`src/rtl/nv_ram_rwsp_gen.sv`:
```
// ---------------------------------------------------------------------------
// nv_ram_rwsp_gen
// Parametrised single-clock RAM with one read port and one write port.
//   - read address is registered (address stage, 're')
//   - read data is registered (data stage, 'ore')
//   - per-bit write mask
//   - after reset a sequencer writes INIT_VAL into every entry; 'init_done'
//     tells the upstream client when traffic is accepted
//   - 'coll' pulses one cycle after a same-edge write / data-stage read of
//     the same in-range address
//
// Optional feature macro: NV_RAM_RWSP_GEN_BYPASS_EN
//   defined   : a colliding data stage loads the freshly merged write word
//   undefined : a colliding data stage loads the old memory word
// ---------------------------------------------------------------------------
module nv_ram_rwsp_gen #(
    parameter int             DEPTH    = 16,
    parameter int             AW       = 4,
    parameter int             DW       = 65,
    parameter logic [DW-1:0]  INIT_VAL = {DW{1'b0}}
) (
    input  logic              clk,
    input  logic              rst,
    input  logic [AW-1:0]     ra,
    input  logic              re,
    input  logic              ore,
    output logic [DW-1:0]     dout,
    output logic              dout_vld,
    input  logic [AW-1:0]     wa,
    input  logic              we,
    input  logic [DW-1:0]     di,
    input  logic [DW-1:0]     wmask,
    output logic              init_done,
    output logic              coll,
    input  logic [31:0]       pwrbus_ram_pd
);

    // Depth expressed one bit wider than an address so that "addr < DEPTH"
    // is a plain unsigned compare, also when DEPTH == 2**AW.
    localparam logic [AW:0]   DEPTH_W  = (AW+1)'(DEPTH);
    localparam logic [AW-1:0] LAST_IDX = AW'(DEPTH - 1);
    localparam logic [AW-1:0] ONE_A    = {{(AW-1){1'b0}}, 1'b1};
    localparam logic [DW-1:0] ZERO_D   = {DW{1'b0}};

    typedef enum logic [0:0] {
        ST_INIT = 1'b0,
        ST_RUN  = 1'b1
    } state_e;

    // Bit-masked merge: mask bit 1 takes the new bit, 0 keeps the old one.
    function automatic logic [DW-1:0] f_merge(
        input logic [DW-1:0] new_d,
        input logic [DW-1:0] old_d,
        input logic [DW-1:0] mask
    );
        return (new_d & mask) | (old_d & ~mask);
    endfunction

    // ------------------------------------------------------------------
    // Storage and state
    // ------------------------------------------------------------------
    logic [DW-1:0] r_mem [DEPTH];

    state_e        r_state;
    state_e        w_state_nxt;
    logic [AW-1:0] r_init_cnt;
    logic          r_init_done;

    logic [AW-1:0] r_ra_d;
    logic          r_rd_pend;
    logic [DW-1:0] r_dout;
    logic          r_dout_vld;
    logic          r_coll;

    // ------------------------------------------------------------------
    // Combinational helpers
    // ------------------------------------------------------------------
    logic          w_run;
    logic          w_wa_ok;
    logic          w_rd_ok;
    logic [DW-1:0] w_rdata_old;
    logic [DW-1:0] w_wdata_old;
    logic [DW-1:0] w_wdata_merged;
    logic          w_coll;
    logic [DW-1:0] w_dout_nxt;

    logic          w_mem_we;
    logic [AW-1:0] w_mem_wa;
    logic [DW-1:0] w_mem_wd;

    // The power-down bus has no functional effect; fold it so it is consumed.
    logic          w_pwrbus_unused;
    assign w_pwrbus_unused = ^pwrbus_ram_pd;

    // Range checks and the two memory read views (data stage and write merge).
    always_comb begin
        w_run   = (r_state == ST_RUN);
        w_wa_ok = ({1'b0, wa}     < DEPTH_W);
        w_rd_ok = ({1'b0, r_ra_d} < DEPTH_W);
        if (w_rd_ok) begin
            w_rdata_old = r_mem[r_ra_d];
        end else begin
            w_rdata_old = ZERO_D;
        end
        if (w_wa_ok) begin
            w_wdata_old = r_mem[wa];
        end else begin
            w_wdata_old = ZERO_D;
        end
        w_wdata_merged = f_merge(di, w_wdata_old, wmask);
    end

    // Collision detect and selection of the word the data stage will load.
    always_comb begin
        w_coll = w_run & we & ore & (wa == r_ra_d) & w_wa_ok;
`ifdef NV_RAM_RWSP_GEN_BYPASS_EN
        if (w_coll) begin
            w_dout_nxt = w_wdata_merged;
        end else begin
            w_dout_nxt = w_rdata_old;
        end
`else
        w_dout_nxt = w_rdata_old;
`endif
    end

    // Write port mux: the init sequencer owns the port until RUN.
    always_comb begin
        w_mem_we = 1'b0;
        w_mem_wa = r_init_cnt;
        w_mem_wd = INIT_VAL;
        if (rst) begin
            w_mem_we = 1'b0;
        end else begin
            case (r_state)
                ST_INIT: begin
                    w_mem_we = 1'b1;
                    w_mem_wa = r_init_cnt;
                    w_mem_wd = INIT_VAL;
                end
                ST_RUN: begin
                    w_mem_we = we & w_wa_ok;
                    w_mem_wa = wa;
                    w_mem_wd = w_wdata_merged;
                end
                default: begin
                    w_mem_we = 1'b0;
                end
            endcase
        end
    end

    // Next-state logic: INIT leaves after the last entry has been written.
    always_comb begin
        w_state_nxt = r_state;
        case (r_state)
            ST_INIT: begin
                if (r_init_cnt == LAST_IDX) begin
                    w_state_nxt = ST_RUN;
                end else begin
                    w_state_nxt = ST_INIT;
                end
            end
            ST_RUN: begin
                w_state_nxt = ST_RUN;
            end
            default: begin
                w_state_nxt = ST_INIT;
            end
        endcase
    end

    // ------------------------------------------------------------------
    // Sequential logic
    // ------------------------------------------------------------------

    // State register.
    always_ff @(posedge clk) begin
        if (rst) begin
            r_state <= ST_INIT;
        end else begin
            r_state <= w_state_nxt;
        end
    end

    // Init address counter; parks on the last index so it never passes DEPTH.
    always_ff @(posedge clk) begin
        if (rst) begin
            r_init_cnt <= {AW{1'b0}};
        end else if ((r_state == ST_INIT) && (r_init_cnt != LAST_IDX)) begin
            r_init_cnt <= r_init_cnt + ONE_A;
        end
    end

    // init_done rises on the edge that writes the last entry and stays high.
    always_ff @(posedge clk) begin
        if (rst) begin
            r_init_done <= 1'b0;
        end else if ((r_state == ST_INIT) && (r_init_cnt == LAST_IDX)) begin
            r_init_done <= 1'b1;
        end
    end

    // Memory array write (no reset: contents are cleared by the sequencer).
    always_ff @(posedge clk) begin
        if (w_mem_we) begin
            r_mem[w_mem_wa] <= w_mem_wd;
        end
    end

    // Read pipeline and collision flag; frozen at reset values during INIT.
    always_ff @(posedge clk) begin
        if (rst) begin
            r_ra_d     <= {AW{1'b0}};
            r_rd_pend  <= 1'b0;
            r_dout     <= ZERO_D;
            r_dout_vld <= 1'b0;
            r_coll     <= 1'b0;
        end else if (w_run) begin
            if (re) begin
                r_ra_d <= ra;
            end
            // The data stage consumes the pending request seen before this edge;
            // a request arriving on the same edge stays pending.
            r_rd_pend <= re | (r_rd_pend & ~ore);
            if (ore) begin
                r_dout     <= w_dout_nxt;
                r_dout_vld <= r_rd_pend;
            end
            r_coll <= w_coll;
        end
    end

    assign dout      = r_dout;
    assign dout_vld  = r_dout_vld;
    assign init_done = r_init_done;
    assign coll      = r_coll;

endmodule

```
`config.mk`:
```
export PLATFORM = sky130hd
export DESIGN_NAME = nv_ram_rwsp_gen
export DESIGN_NICKNAME = d
export VERILOG_FILES = /design/src/rtl/nv_ram_rwsp_gen.sv
export SDC_FILE = /design/constraint.sdc
export NUM_CORES = 1
export LEC_CHECK = 0
export CORE_MARGIN = 5
export CORE_UTILIZATION = 45
export CTS_CLUSTER_DIAMETER = 40
export CTS_CLUSTER_SIZE = 28
export DETAILED_ROUTE_END_ITERATION = 16
export GPL_TIMING_DRIVEN = 1
export PLACE_DENSITY_LB_ADDON = 0.05
export SKIP_LAST_GASP = 1
export SLEW_MARGIN = 20
export SYNTH_ARGS = -nofsm -noshare
export SYNTH_HDL_FRONTEND = slang
export SYNTH_SLANG_ARGS = --single-unit
```
`constraint.sdc`:
```
create_clock -name clk -period 6.5 [get_ports clk]
set_clock_uncertainty 0.1 [all_clocks]
set_input_delay 0.65 -clock clk [delete_from_list [all_inputs] [get_ports clk]]
set_output_delay 0.65 -clock clk [all_outputs]
set_load 0.01 [all_outputs]
```
==> run metrics <==
Synth Net Count 3317; Design Power 17.58 mW; routed via count 31140; Rel. slew slack 28.19%; DIE AREA 121400 um^2; Fin Setup TNS 0 ns; Die Wd 348.5 um; Crit. path cell count 7; Tcrit/Tclk final 61.02%; initial core utilization 45.21%; Setup Fix Bufs, Post-CTS 0; Vias/cell 6.246; DRC Markers 0; Clk pwr share 51.1%; CTS Buf Count 160; Combinational Power Share 4.0%; Switch Pwr 3.942 mW; CP arrival 4.31 ns; post-CTS resize count 0; fin cells 4986; clock root buffer clkbuf_16; Hold Path Cell Cnt 2; largest net degree at the start of global routing 133; Unique masters post-synth 36; post-DP HPWL 76.66 mm; slowest stage delay, CP 0.82 ns; RePlAce Congestion 0.7966; CP Max Fanout 40; number of synthesized register bits 1118; later-pin clock latency in the skew report 0.75 ns; Synth area leader edfxtp_1; worst path cell trace clkdlybuf4s50_1, nor2b_4, buf_4, nor3b_1, a31oi_1, nor2_4, buf_12; RSZ-0062 raised after global routing no; status finished clean; worst-margin pin slew 1.077 ns; Max VDD drop 0.2728 mV; Syn Std Cell Area 51560 um^2; Area growth syn-to-layout 18.47%; Ys Warns 0; io pins 243; layout cells sized above 1 20.99%; leakage 20.96 nW; initial DRC count 3019; GRT Total Usage 24.43%; vias in the first global route 32410; post-route ant nets 0; GR Overflow Total 0; clk buf depth 3; Core Area 114000 um^2; critical path class in2reg; MaxCap Viol Count 0; Final min period 3.966 ns; drt total wl 150.8 mm; Die Y-Extent 348.5 um; type of origin of the critical path input pin; Hold Path Class reg2reg; clk sinks 1118; Buffers on Ports 210; 1st-pass router iterations 7; DP Cell Count 4684; Flop pwr share 44.9%; internal power 13.64 mW; nets@finish 3510; Rows 124; initial antenna violation count 4; Worst Path Required 6.84 ns; Pwr Density 287.8 nW/um^2; Final Setup Violations 0; CP bufs+invs 3; CTS tree yes; hold buffers post-CTS 0; Max Freq 0.2521 GHz; average wire per standard cell 30.24 um; Reg2Reg Depth 6; Switching Share 22.42%; max-slew violation count 0; Clock transition at path regs 0.05 ns; H-tree Lvls 4; Crit. End Element flip-flop; first-pass GRT wire length 218.8 mm; sequential-to-total area share from yosys stat 63.60%; Synth top area share 60.57%; CP max stage cell clkdlybuf4s50_1; endpoints failing hold 0; top post-synthesis cells by area edfxtp_1 61%, mux2i_1 11%, mux4_2 11%; Core Util, Final 53.56%; synthesized area per cell 16.41 um^2; Post-Syn Instances 3141; CP top delay family buffers and inverters
routing by layer:
layer / track usage [%] / wire (um) / vias up / share of wire [%]
li1: - / - / 13360 / -
met1: 34.70 / 65120 / 16280 / 43
met2: 39.05 / 70990 / 1243 / 47
met3: 4.245 / 10710 / 260 / 7.1
met4: 7.274 / 3940 / 0 / 2.6
met5: 0 / 0 / - / 0
power groups by stage:
stage | registers (mW) | clock network, mW | logic (mW)
2_1_floorplan | 8.03 | 0 | 0.408
3_3_place_gp | 8.03 | 0 | 0.702
3_5_place_dp | 8.03 | 0 | 0.706
4_1_cts | 7.89 | 9.15 | 0.710
5_1_grt | 7.89 | 9.50 | 0.748
6_report | 7.89 | 8.98 | 0.710
worst register-to-register path, delay by kind of cell, from the launching register on:
kind / cells / cell delay [ns]
AND/OR/NAND/NOR: 3 / 0.91
flip-flops: 1 / 0.72
AO/OA/AOI/OAI: 1 / 0.74
buffers and inverters: 2 / 1.08
synthesized netlist by cell type (all sizes together):
| library cell | number |
|---|---|
| a211oi | 130 |
| a21oi | 10 |
| a22oi | 194 |
| a31oi | 5 |
| and2 | 1 |
| and3b | 1 |
| buf | 124 |
| clkbuf | 112 |
| dfxtp | 78 |
| edfxtp | 1040 |
| ha | 1 |
| inv | 3 |
| mux2 | 65 |
| mux2i | 588 |
| mux4 | 260 |
| nand2 | 145 |
| nand2b | 2 |
| nand3 | 269 |
| nand3b | 3 |
| nand4 | 1 |
| nor2 | 27 |
| nor2b | 3 |
| nor3 | 2 |
| nor3b | 2 |
| o211ai | 1 |
| o21ai | 64 |
| or2 | 2 |
| or3b | 1 |
| xnor2 | 1 |
| xor2 | 6 |
layout by cell type (no fill, tap or decap), types with 3 or more instances in the layout:
cell type        instances
edfxtp_1              1040
bufinv_16               17
clkinvlp_4              10
inv_1                    3
o21ai_1                 33
nand3b_1                 3
nor2_4                  17
clkinv_4                13
dfxtp_1                 75
buf_12                  25
a22oi_1                164
clkdlybuf4s50_1        209
a22oi_2                 30
clkinv_8                10
dfxtp_4                  3
mux2i_1                588
nor2_1                  10
nand2_1                145
a21oi_1                  9
clkbuf_8                 3
a31oi_1                  5
clkbuf_1                13
nor2b_4                  3
buf_4                   31
o21ai_0                 31
mux4_2                 260
mux2_2                  65
clkbuf_16              164
inv_8                   18
nand3_1                268
inv_6                   35
a211oi_1               130
clkinv_2                15
xor2_1                   6
registers in the layout, indices dropped and copies added, names as in the netlist:
register    count
r_mem        1040
dout           65
r_init_cnt      4
r_ra_d          4
coll            1
dout_vld        1
init_done       1
r_rd_pend       1
r_state         1
cells by family (layout without fill, tap and decap cells):
kind of cell	after synthesis	count (layout)	synth area share, %
compound gates	404	404	5.802
xor+xnor	7	7	0.1189
fa+ha+maj	1	1	0.02426
buf+inv	239	571	2.162
flops	1118	1118	63.60
mux	913	913	24.19
other cells	0	1	0
simple gates	459	459	4.099
final timing paths:
kind                          start                endpoint  slack, ns
max                             rst  r_mem[2][37]$_DFFE_PP_       2.53
max reg2reg      r_state$_SDFF_PP0_  r_mem[2][37]$_DFFE_PP_       2.58
min          r_rd_pend$_SDFFE_PP0P_  r_rd_pend$_SDFFE_PP0P_       0.37
min reg2reg  r_rd_pend$_SDFFE_PP0P_  r_rd_pend$_SDFFE_PP0P_       0.37
stage by stage:
| step | cell area [um^2] | hold slack [ns] | setup WS [ns] |
|---|---|---|---|
| floorplan | 51560 | 0.3369 | 1.480 |
| CTS | 61080 | 0.3453 | 2.636 |
| global placement | 55380 | 0.3471 | 1.939 |
| global route | 61080 | 0.3824 | 2.472 |
| finish | 61080 | 0.3655 | 2.534 |
| detailed placement | 55410 | 0.3508 | 1.865 |
cell type report:
class,count,area (um^2)
fill,8951,52960
sequential,1118,32800
multi-input combinational,1784,17830
clock buffer,180,4194
timing repair buffer,267,2868
tap,1512,1892
clock inverter,121,1474
inverter,3,11.26
antenna,1,2.502
Power figures use the tool's default switching activity.
